==> src/rtl/wb_gpio_ext_pkg.sv <==
// Shared definitions for the wb_gpio_ext peripheral: register word offsets,
// the register-select enum, the RW register set and a byte-lane mask helper.
package wb_gpio_ext_pkg;

  localparam logic [3:0] OFF_DIR        = 4'h0;
  localparam logic [3:0] OFF_OUT        = 4'h1;
  localparam logic [3:0] OFF_IN         = 4'h2;
  localparam logic [3:0] OFF_OUT_SET    = 4'h3;
  localparam logic [3:0] OFF_OUT_CLR    = 4'h4;
  localparam logic [3:0] OFF_OUT_TGL    = 4'h5;
  localparam logic [3:0] OFF_RISE_EN    = 4'h6;
  localparam logic [3:0] OFF_FALL_EN    = 4'h7;
  localparam logic [3:0] OFF_IRQ_STATUS = 4'h8;

  typedef enum logic [3:0] {
    REG_DIR        = OFF_DIR,
    REG_OUT        = OFF_OUT,
    REG_IN         = OFF_IN,
    REG_OUT_SET    = OFF_OUT_SET,
    REG_OUT_CLR    = OFF_OUT_CLR,
    REG_OUT_TGL    = OFF_OUT_TGL,
    REG_RISE_EN    = OFF_RISE_EN,
    REG_FALL_EN    = OFF_FALL_EN,
    REG_IRQ_STATUS = OFF_IRQ_STATUS
  } gpio_reg_e;

  typedef struct packed {
    logic [31:0] dir;
    logic [31:0] out;
    logic [31:0] rise_en;
    logic [31:0] fall_en;
  } gpio_regs_t;

  // Expands the 4-bit byte select into a 32-bit bit mask.
  function automatic logic [31:0] lane_mask(input logic [3:0] sel);
    logic [31:0] m;
    m = '0;
    for (int i = 0; i < 4; i++) begin
      m[i*8 +: 8] = {8{sel[i]}};
    end
    return m;
  endfunction

endpackage

==> src/rtl/generic_synchronizer.sv <==
// Multi-bit flop-chain synchroniser for asynchronous level inputs.
// Each bit is synchronised independently; STAGES must be at least 2.
module generic_synchronizer #(
  parameter int WIDTH  = 1,
  parameter int STAGES = 2
) (
  input  logic             clk,
  input  logic             rst_n,
  input  logic [WIDTH-1:0] d,
  output logic [WIDTH-1:0] q
);

  logic [WIDTH-1:0] stage_reg [STAGES];

  always_ff @(posedge clk or negedge rst_n) begin
    if (!rst_n) begin
      stage_reg[0] <= '0;
    end else begin
      stage_reg[0] <= d;
    end
  end

  for (genvar gi = 1; gi < STAGES; gi++) begin : g_stage
    always_ff @(posedge clk or negedge rst_n) begin
      if (!rst_n) begin
        stage_reg[gi] <= '0;
      end else begin
        stage_reg[gi] <= stage_reg[gi-1];
      end
    end
  end

  assign q = stage_reg[STAGES-1];

endmodule

==> src/rtl/gpio_irq_unit.sv <==
// Edge detection, pending-status bookkeeping and the registered interrupt line
// for the GPIO block. Edges are ignored until the input pipeline has settled.
module gpio_irq_unit
  import wb_gpio_ext_pkg::*;
#(
  parameter int WIDTH       = 32,
  parameter int SYNC_STAGES = 2
) (
  input  logic             clk,
  input  logic             rst_n,
  input  logic [WIDTH-1:0] pins,
  input  logic [WIDTH-1:0] rise_en,
  input  logic [WIDTH-1:0] fall_en,
  input  logic [WIDTH-1:0] clr,
  output logic [WIDTH-1:0] status,
  output logic             irq
);

  localparam int MASK_CYCLES = SYNC_STAGES + 1;
  localparam int CNT_W       = $clog2(MASK_CYCLES + 1);

  logic [CNT_W-1:0] mask_cnt_reg;
  logic [WIDTH-1:0] prev_reg;
  logic [WIDTH-1:0] status_reg, status_next;
  logic [WIDTH-1:0] edge_event;
  logic             irq_reg;
  logic             armed;

  // Synchroniser flops come out of reset at 0, so a pin held high looks like
  // a rising edge once it propagates; stay deaf until that has flushed.
  assign armed = (mask_cnt_reg == CNT_W'(MASK_CYCLES));

  always_ff @(posedge clk or negedge rst_n) begin
    if (!rst_n) begin
      mask_cnt_reg <= '0;
    end else if (!armed) begin
      mask_cnt_reg <= mask_cnt_reg + CNT_W'(1);
    end
  end

  always_comb begin
    edge_event = '0;
    if (armed) begin
      edge_event = (pins & ~prev_reg & rise_en) | (~pins & prev_reg & fall_en);
    end
  end

  // A new event wins over a simultaneous software clear.
  assign status_next = (status_reg & ~clr) | edge_event;

  always_ff @(posedge clk or negedge rst_n) begin
    if (!rst_n) begin
      prev_reg   <= '0;
      status_reg <= '0;
      irq_reg    <= 1'b0;
    end else begin
      prev_reg   <= pins;
      status_reg <= status_next;
      irq_reg    <= |status_reg;
    end
  end

  assign status = status_reg;
  assign irq    = irq_reg;

endmodule

==> src/rtl/wb_gpio_ext.sv <==
// Wishbone GPIO peripheral with direction, atomic set/clear/toggle and edge IRQs.
// Define GPIO_DEBOUNCE_EN to insert a tick-based 3-sample filter after the synchroniser.
module wb_gpio_ext
  import wb_gpio_ext_pkg::*;
#(
  parameter int WIDTH        = 32,
  parameter int SYNC_STAGES  = 2,
  parameter int DEBOUNCE_DIV = 1000
) (
  input  logic             clk_i,
  input  logic             rst_ni,
  input  logic             wb_cyc_i,
  input  logic             wb_stb_i,
  input  logic             wb_we_i,
  input  logic [5:0]       wb_adr_i,
  input  logic [3:0]       wb_sel_i,
  input  logic [31:0]      wb_dat_i,
  output logic [31:0]      wb_dat_o,
  output logic             wb_ack_o,
  output logic             wb_stall_o,
  input  logic [WIDTH-1:0] gpio_i,
  output logic [WIDTH-1:0] gpio_o,
  output logic [WIDTH-1:0] gpio_oe_o,
  output logic             irq_o
);

  localparam logic [31:0] WIDTH_MASK =
    (WIDTH >= 32) ? 32'hFFFF_FFFF : ((32'h1 << WIDTH) - 32'h1);

  gpio_regs_t       regs_reg, regs_next;
  logic             ack_reg;
  logic [31:0]      dat_reg;
  logic [31:0]      rd_data;
  logic [WIDTH-1:0] sync_pins;
  logic [WIDTH-1:0] pins;
  logic [WIDTH-1:0] status;
  logic [WIDTH-1:0] status_clr;
  logic             irq;
  gpio_reg_e        reg_sel;
  logic             access;
  logic             wr_access;
  logic [31:0]      wr_mask;
  logic [31:0]      wr_bits;
  logic             unused_adr_bits;

  assign unused_adr_bits = ^wb_adr_i[1:0];

  assign access    = wb_cyc_i & wb_stb_i;
  assign wr_access = access & wb_we_i;
  assign reg_sel   = gpio_reg_e'(wb_adr_i[5:2]);
  // Bits above WIDTH never get written, so they stay 0 and read back as 0.
  assign wr_mask   = lane_mask(wb_sel_i) & WIDTH_MASK;
  assign wr_bits   = wb_dat_i & wr_mask;

  always_comb begin
    regs_next  = regs_reg;
    status_clr = '0;
    if (wr_access) begin
      case (reg_sel)
        REG_DIR:        regs_next.dir     = (regs_reg.dir & ~wr_mask) | wr_bits;
        REG_OUT:        regs_next.out     = (regs_reg.out & ~wr_mask) | wr_bits;
        REG_OUT_SET:    regs_next.out     = regs_reg.out | wr_bits;
        REG_OUT_CLR:    regs_next.out     = regs_reg.out & ~wr_bits;
        REG_OUT_TGL:    regs_next.out     = regs_reg.out ^ wr_bits;
        REG_RISE_EN:    regs_next.rise_en = (regs_reg.rise_en & ~wr_mask) | wr_bits;
        REG_FALL_EN:    regs_next.fall_en = (regs_reg.fall_en & ~wr_mask) | wr_bits;
        REG_IRQ_STATUS: status_clr        = wr_bits[WIDTH-1:0];
        default: ;
      endcase
    end
  end

  always_comb begin
    rd_data = '0;
    case (reg_sel)
      REG_DIR:        rd_data = regs_reg.dir;
      REG_OUT:        rd_data = regs_reg.out;
      REG_IN:         rd_data = 32'(pins);
      REG_RISE_EN:    rd_data = regs_reg.rise_en;
      REG_FALL_EN:    rd_data = regs_reg.fall_en;
      REG_IRQ_STATUS: rd_data = 32'(status);
      default:        rd_data = '0;
    endcase
  end

  always_ff @(posedge clk_i or negedge rst_ni) begin
    if (!rst_ni) begin
      regs_reg <= '0;
      ack_reg  <= 1'b0;
      dat_reg  <= '0;
    end else begin
      regs_reg <= regs_next;
      ack_reg  <= access;
      dat_reg  <= (access && !wb_we_i) ? rd_data : '0;
    end
  end

  generic_synchronizer #(
    .WIDTH  (WIDTH),
    .STAGES (SYNC_STAGES)
  ) u_sync (
    .clk   (clk_i),
    .rst_n (rst_ni),
    .d     (gpio_i),
    .q     (sync_pins)
  );

`ifdef GPIO_DEBOUNCE_EN
  localparam int DIV_W = (DEBOUNCE_DIV > 1) ? $clog2(DEBOUNCE_DIV) : 1;

  logic [DIV_W-1:0] div_cnt_reg;
  logic             tick;

  assign tick = (div_cnt_reg == DIV_W'(DEBOUNCE_DIV - 1));

  always_ff @(posedge clk_i or negedge rst_ni) begin
    if (!rst_ni) begin
      div_cnt_reg <= '0;
    end else if (tick) begin
      div_cnt_reg <= '0;
    end else begin
      div_cnt_reg <= div_cnt_reg + DIV_W'(1);
    end
  end

  // Filter output moves only when the last three tick samples agree.
  for (genvar gi = 0; gi < WIDTH; gi++) begin : g_filter
    logic [2:0] hist_reg;
    logic [2:0] hist_next;
    logic       filt_reg;

    assign hist_next = {hist_reg[1:0], sync_pins[gi]};

    always_ff @(posedge clk_i or negedge rst_ni) begin
      if (!rst_ni) begin
        hist_reg <= '0;
        filt_reg <= 1'b0;
      end else if (tick) begin
        hist_reg <= hist_next;
        if (hist_next == 3'b111) begin
          filt_reg <= 1'b1;
        end else if (hist_next == 3'b000) begin
          filt_reg <= 1'b0;
        end
      end
    end

    assign pins[gi] = filt_reg;
  end
`else
  localparam int unused_debounce_div = DEBOUNCE_DIV;
  assign pins = sync_pins;
`endif

  gpio_irq_unit #(
    .WIDTH       (WIDTH),
    .SYNC_STAGES (SYNC_STAGES)
  ) u_irq (
    .clk     (clk_i),
    .rst_n   (rst_ni),
    .pins    (pins),
    .rise_en (regs_reg.rise_en[WIDTH-1:0]),
    .fall_en (regs_reg.fall_en[WIDTH-1:0]),
    .clr     (status_clr),
    .status  (status),
    .irq     (irq)
  );

  assign wb_dat_o   = dat_reg;
  assign wb_ack_o   = ack_reg;
  assign wb_stall_o = 1'b0;
  assign gpio_o     = regs_reg.out[WIDTH-1:0];
  assign gpio_oe_o  = regs_reg.dir[WIDTH-1:0];
  assign irq_o      = irq;

endmodule

==> config.mk <==
export PLATFORM = sky130hd
export DESIGN_NAME = wb_gpio_ext
export DESIGN_NICKNAME = d
export VERILOG_FILES = /design/src/rtl/wb_gpio_ext_pkg.sv /design/src/rtl/generic_synchronizer.sv /design/src/rtl/gpio_irq_unit.sv /design/src/rtl/wb_gpio_ext.sv
export SDC_FILE = /design/constraint.sdc
export NUM_CORES = 1
export LEC_CHECK = 0
export CAP_MARGIN = 20
export CORE_MARGIN = 2
export CORE_UTILIZATION = 50
export CTS_CLUSTER_SIZE = 20
export DETAILED_ROUTE_END_ITERATION = 8
export GPL_ROUTABILITY_DRIVEN = 0
export PLACE_DENSITY = 0.81
export SLEW_MARGIN = 10
export SYNTH_ARGS = -nofsm -noshare
export SYNTH_HDL_FRONTEND = slang
export SYNTH_SLANG_ARGS = --single-unit
==> constraint.sdc <==
create_clock -name clk_i -period 1.9 [get_ports clk_i]
set_clock_uncertainty 0.2 [all_clocks]
set_input_delay 0.38 -clock clk_i [delete_from_list [all_inputs] [get_ports clk_i]]
set_output_delay 0.38 -clock clk_i [all_outputs]
set_load 0.02 [all_outputs]
==> tab_implementation.tex <==
\begin{tabular}{lr}
\hline
Metric & Value \\
\hline
\multicolumn{2}{l}{\textbf{Min path}} \\
Worst hold path type & input pin to flop \\
Depth of the worst hold-timing path & 1 \\
\multicolumn{2}{l}{\textbf{STA}} \\
Tmin final & 1.886 ns \\
Sum of negative setup slack & 0 ns \\
Least-Margin Pin Slew & between 0.4 and 0.5 ns \\
Count of final setup violators & 0 \\
Max-slew violations & 0 \\
Share of the cycle needed by the critical path after routing & 0.9925 \\
Hold violation total from the final report & 0 \\
Slew Limit Headroom & 0.6695 \\
Fmax & about 0.53 GHz \\
Setup repair after global routing missed its margin & false \\
Minimum hold slack & $\sim$0.065 ns \\
\multicolumn{2}{l}{\textbf{Route}} \\
Total Wirelength & 38,760 um \\
Vias after detailed routing & $\sim$11,000 \\
DRT iter0 DRCs & $\sim$1,200 \\
Initial DRT Pass Iterations & 5 \\
Post-DR wirelength/cell & roughly 22 um \\
DRT antenna net count & 0 \\
Vias per cell & $\sim$6.2 \\
Total DRC errors in the routed layout & 0 \\
\multicolumn{2}{l}{\textbf{Floorplanning}} \\
Standard-cell row count & between 50 and 60 \\
Die height & 167.1 um \\
Starting density of the core & 0.5101 \\
Die outline area & 27,910 sq um \\
Horiz. Die Dim & around 170 um \\
Placeable core region & approximately 26,000 sq um \\
IO Count & between 150 and 200 \\
\multicolumn{2}{l}{\textbf{Cells and area}} \\
Final core utilization & 0.6602 \\
Proportion of layout cells with a drive suffix above 1 & 0.2512 \\
Area of all sequential standard cells & around 7300 sq um \\
Commonest cells after routing, fill and taps aside & sky130\_fd\_sc\_hd\_\_dfrtp\_1, sky130\_fd\_sc\_hd\_\_buf\_4, sky130\_fd\_sc\_hd\_\_nand2\_1 \\
Area growth syn-to-layout & 29.42\% \\
Finished Layout Cells & 1,741 \\
Area occupied by multi-input gates & between 5000 and 6000 sq um \\
Count of fill cells added during filler insertion & 1,905 \\
Total number of nets in the final design & 1,500 \\
Most common library cell in the layout ignoring fill and taps & sky130\_fd\_sc\_hd\_\_dfrtp\_1 \\
\multicolumn{2}{l}{\textbf{Clocking}} \\
Max Root-Sink Buffers & 3 \\
Clock latency at the later pin of the worst-skew pair & $\sim$0.56 ns \\
Clock-pin slew on the worst setup and hold paths & 0.06 ns \\
H-tree lvl count & 1 \\
Buffer type at the clock tree root & sky130\_fd\_sc\_hd\_\_clkbuf\_16 \\
Number of CTS-inserted buffers & 30 \\
TritonCTS clock tree & yes \\
Num Clock Sinks & roughly 290 \\
\multicolumn{2}{l}{\textbf{Critical path}} \\
Cell count of the worst reg-to-reg path & 3 \\
Critical path data required time & around 1.3 ns \\
Buf/Inv on CP & 1 \\
Crit-path max FO & 5 \\
Critical Path End Type & output pin \\
Startpoint type of the worst setup path & flop \\
Critical path depth in cells & 1 \\
Cell family with most CP delay & flip-flops \\
Crit path arrival time & between 1 and 1.5 ns \\
Critical path class & flop to output pin \\
Critical path cell sequence & clkdlybuf4s15\_2 \\
CP max stage delay & between 0.4 and 0.5 ns \\
Worst-path cell with the longest stage delay & sky130\_fd\_sc\_hd\_\_dfrtp\_1 \\
\multicolumn{2}{l}{\textbf{Synth}} \\
Sequential area share after synthesis & 0.5497 \\
Synthesized instance count & 1,163 \\
Unique masters post-synth & 42 \\
Yosys warns & 0 \\
Share of Yosys cell area claimed by the top area cell type & 0.5497 \\
Most area-hungry cell type in the Yosys netlist & sky130\_fd\_sc\_hd\_\_dfrtp\_1 \\
Number of nets produced by synthesis & around 1,300 \\
Largest cells by area after synthesis & sky130\_fd\_sc\_hd\_\_dfrtp\_1, sky130\_fd\_sc\_hd\_\_mux2\_2, sky130\_fd\_sc\_hd\_\_a22o\_1 \\
Number of synthesized register bits & 292 \\
Post-Synthesis Mean Instance Area & around 11 sq um \\
Synthesized cell area & $\sim$13,000 sq um \\
\multicolumn{2}{l}{\textbf{Power}} \\
Power density over the cells & slightly above 900 nW/um\^{}2 \\
Highest ir drop seen on vdd & 0.6667 mV \\
Leakage dissipation & just under 0.008 uW \\
\multicolumn{2}{l}{\textbf{GRT}} \\
Met2 routing resource usage after global routing & 0.4439 \\
Wire length of the first global-routing pass & slightly above 60,000 um \\
Pin count of the biggest net entering global routing & 69 \\
Global Route Usage Sum & 0.2766 \\
Met3 usage in global routing & 0.04610 \\
Met1 routing resource usage after global routing & 0.3759 \\
Number of global-route vias before repair & $\sim$11,000 \\
GRT Residual Overflow & 0 \\
Antenna violations before repair & 1 \\
Busiest layer in global routing & met2 \\
\multicolumn{2}{l}{\textbf{Placed design}} \\
Placed wire-length estimate after detailed placement & around 26,000 um \\
Cell count after placement & approximately 1,700 \\
Port buffer count & 174 \\
\multicolumn{2}{l}{\textbf{Flow run}} \\
Max\_cap viols & 0 \\
\multicolumn{2}{l}{\textbf{Outcome}} \\
Result of the run & complete, no violations \\
\hline
\end{tabular}
[cells in the mapped netlist]
master / n
sky130_fd_sc_hd__nand4_1: 2
sky130_fd_sc_hd__and2_0: 1
sky130_fd_sc_hd__buf_2: 18
sky130_fd_sc_hd__or2_2: 1
sky130_fd_sc_hd__nor2_1: 27
sky130_fd_sc_hd__a32oi_1: 8
sky130_fd_sc_hd__inv_1: 13
sky130_fd_sc_hd__nand3b_1: 32
sky130_fd_sc_hd__and2_1: 4
sky130_fd_sc_hd__nand4bb_1: 2
sky130_fd_sc_hd__and3_1: 3
sky130_fd_sc_hd__nand2_1: 101
sky130_fd_sc_hd__nand3_1: 34
sky130_fd_sc_hd__ha_1: 33
sky130_fd_sc_hd__o22ai_1: 12
sky130_fd_sc_hd__o21ai_1: 6
sky130_fd_sc_hd__buf_4: 66
sky130_fd_sc_hd__xnor2_1: 1
sky130_fd_sc_hd__clkbuf_1: 41
sky130_fd_sc_hd__or4_1: 1
sky130_fd_sc_hd__nor4b_4: 1
sky130_fd_sc_hd__nor2_2: 13
sky130_fd_sc_hd__o2bb2ai_1: 12
sky130_fd_sc_hd__or3b_1: 1
sky130_fd_sc_hd__a222oi_1: 1
sky130_fd_sc_hd__a22oi_1: 60
sky130_fd_sc_hd__buf_1: 8
sky130_fd_sc_hd__a221oi_1: 2
sky130_fd_sc_hd__a21oi_1: 42
sky130_fd_sc_hd__mux2_2: 98
sky130_fd_sc_hd__nand2b_1: 14
sky130_fd_sc_hd__o221ai_1: 13
sky130_fd_sc_hd__a22o_1: 69
sky130_fd_sc_hd__nor2b_1: 4
sky130_fd_sc_hd__conb_1: 1
sky130_fd_sc_hd__o21ai_0: 58
sky130_fd_sc_hd__nor4b_2: 1
sky130_fd_sc_hd__nor4_1: 12
sky130_fd_sc_hd__a31oi_1: 52
sky130_fd_sc_hd__dfrtp_1: 292
sky130_fd_sc_hd__mux2i_1: 2
sky130_fd_sc_hd__or4b_1: 1
[path summary, 6_finish.rpt]
path / startpoint / to / slack, ns
min in group asynchronous: rst_ni / asynchronous set/reset pin / 0.10
max reg2reg: u_irq.status[22]$_DFF_PN0_ / u_irq.irq$_DFF_PN0_ / 0.06
min: gpio_i[14] / u_sync.stage_reg[46]$_DFF_PN0_ / 0.06
max: gpio_o[23]$_DFFE_PN0P_ / gpio_o[23] / 0.01
max in group asynchronous: rst_ni / gpio_o[4]$_DFFE_PN0P_ / 0.73
min reg2reg: u_sync.stage_reg[36]$_DFF_PN0_ / u_sync.q[4]$_DFF_PN0_ / 0.15
[what timing repair did]
action	in CTS	in global routing
endpoints found under the hold margin	264	0
gates resized for setup	164	35
hold buffers	1	0
setup buffers	2	1
endpoints found under the setup margin	167	151
gates cloned	2	1
pin swaps	2	1
[area by class of cell]
cell class	count	share of cell area
sequential	292	0.4253
clock buffer	45	0.05047
clock inverter	4	0.004073
antenna	1	0.0001455
timing repair buffer	325	0.1858
multi-input combinational	726	0.3070
tap	335	0.02436
inverter	13	0.002836
[power by group]
group | switching [uW] | internal [uW] | leakage, uW
registers | 676 | 6900 | 0.00367
clock network | 2330 | 3380 | 0.000459
logic | 1190 | 1200 | 0.00358
[layer usage]
layer	wire length, um	vias to the layer above
li1	-	4702
met1	15720	5482
met2	18400	599
met3	3290	98
met4	1357	0
met5	0	-
[cells by family (layout without fill, tap and decap cells)]
kind of cell	after synthesis	in the layout	synth area share
flip-flops	292	292	0.5497
AND/OR/NAND/NOR	255	256	0.09902
adder cells (fa/ha/maj)	33	33	0.03106
multiplexers	100	100	0.08453
AO/OA/AOI/OAI	335	335	0.1732
XOR/XNOR	1	1	0.0006590
buffers and inverters	146	387	0.06156
other	1	2	0.0002821
[per-stage QoR]
step | worst slack (ns) | area, sq um | total power (uW)
4_1_cts | 0.00009348 | 17170 | 15700
5_1_grt | 0.0007029 | 17200 | 16280
3_3_place_gp | -0.5505 | 16200 | 9934
3_5_place_dp | -0.6367 | 16200 | 10050
6_report | 0.01417 | 17200 | 15670
2_1_floorplan | -0.03617 | 13360 | 8856
Power figures use the tool's default switching activity.
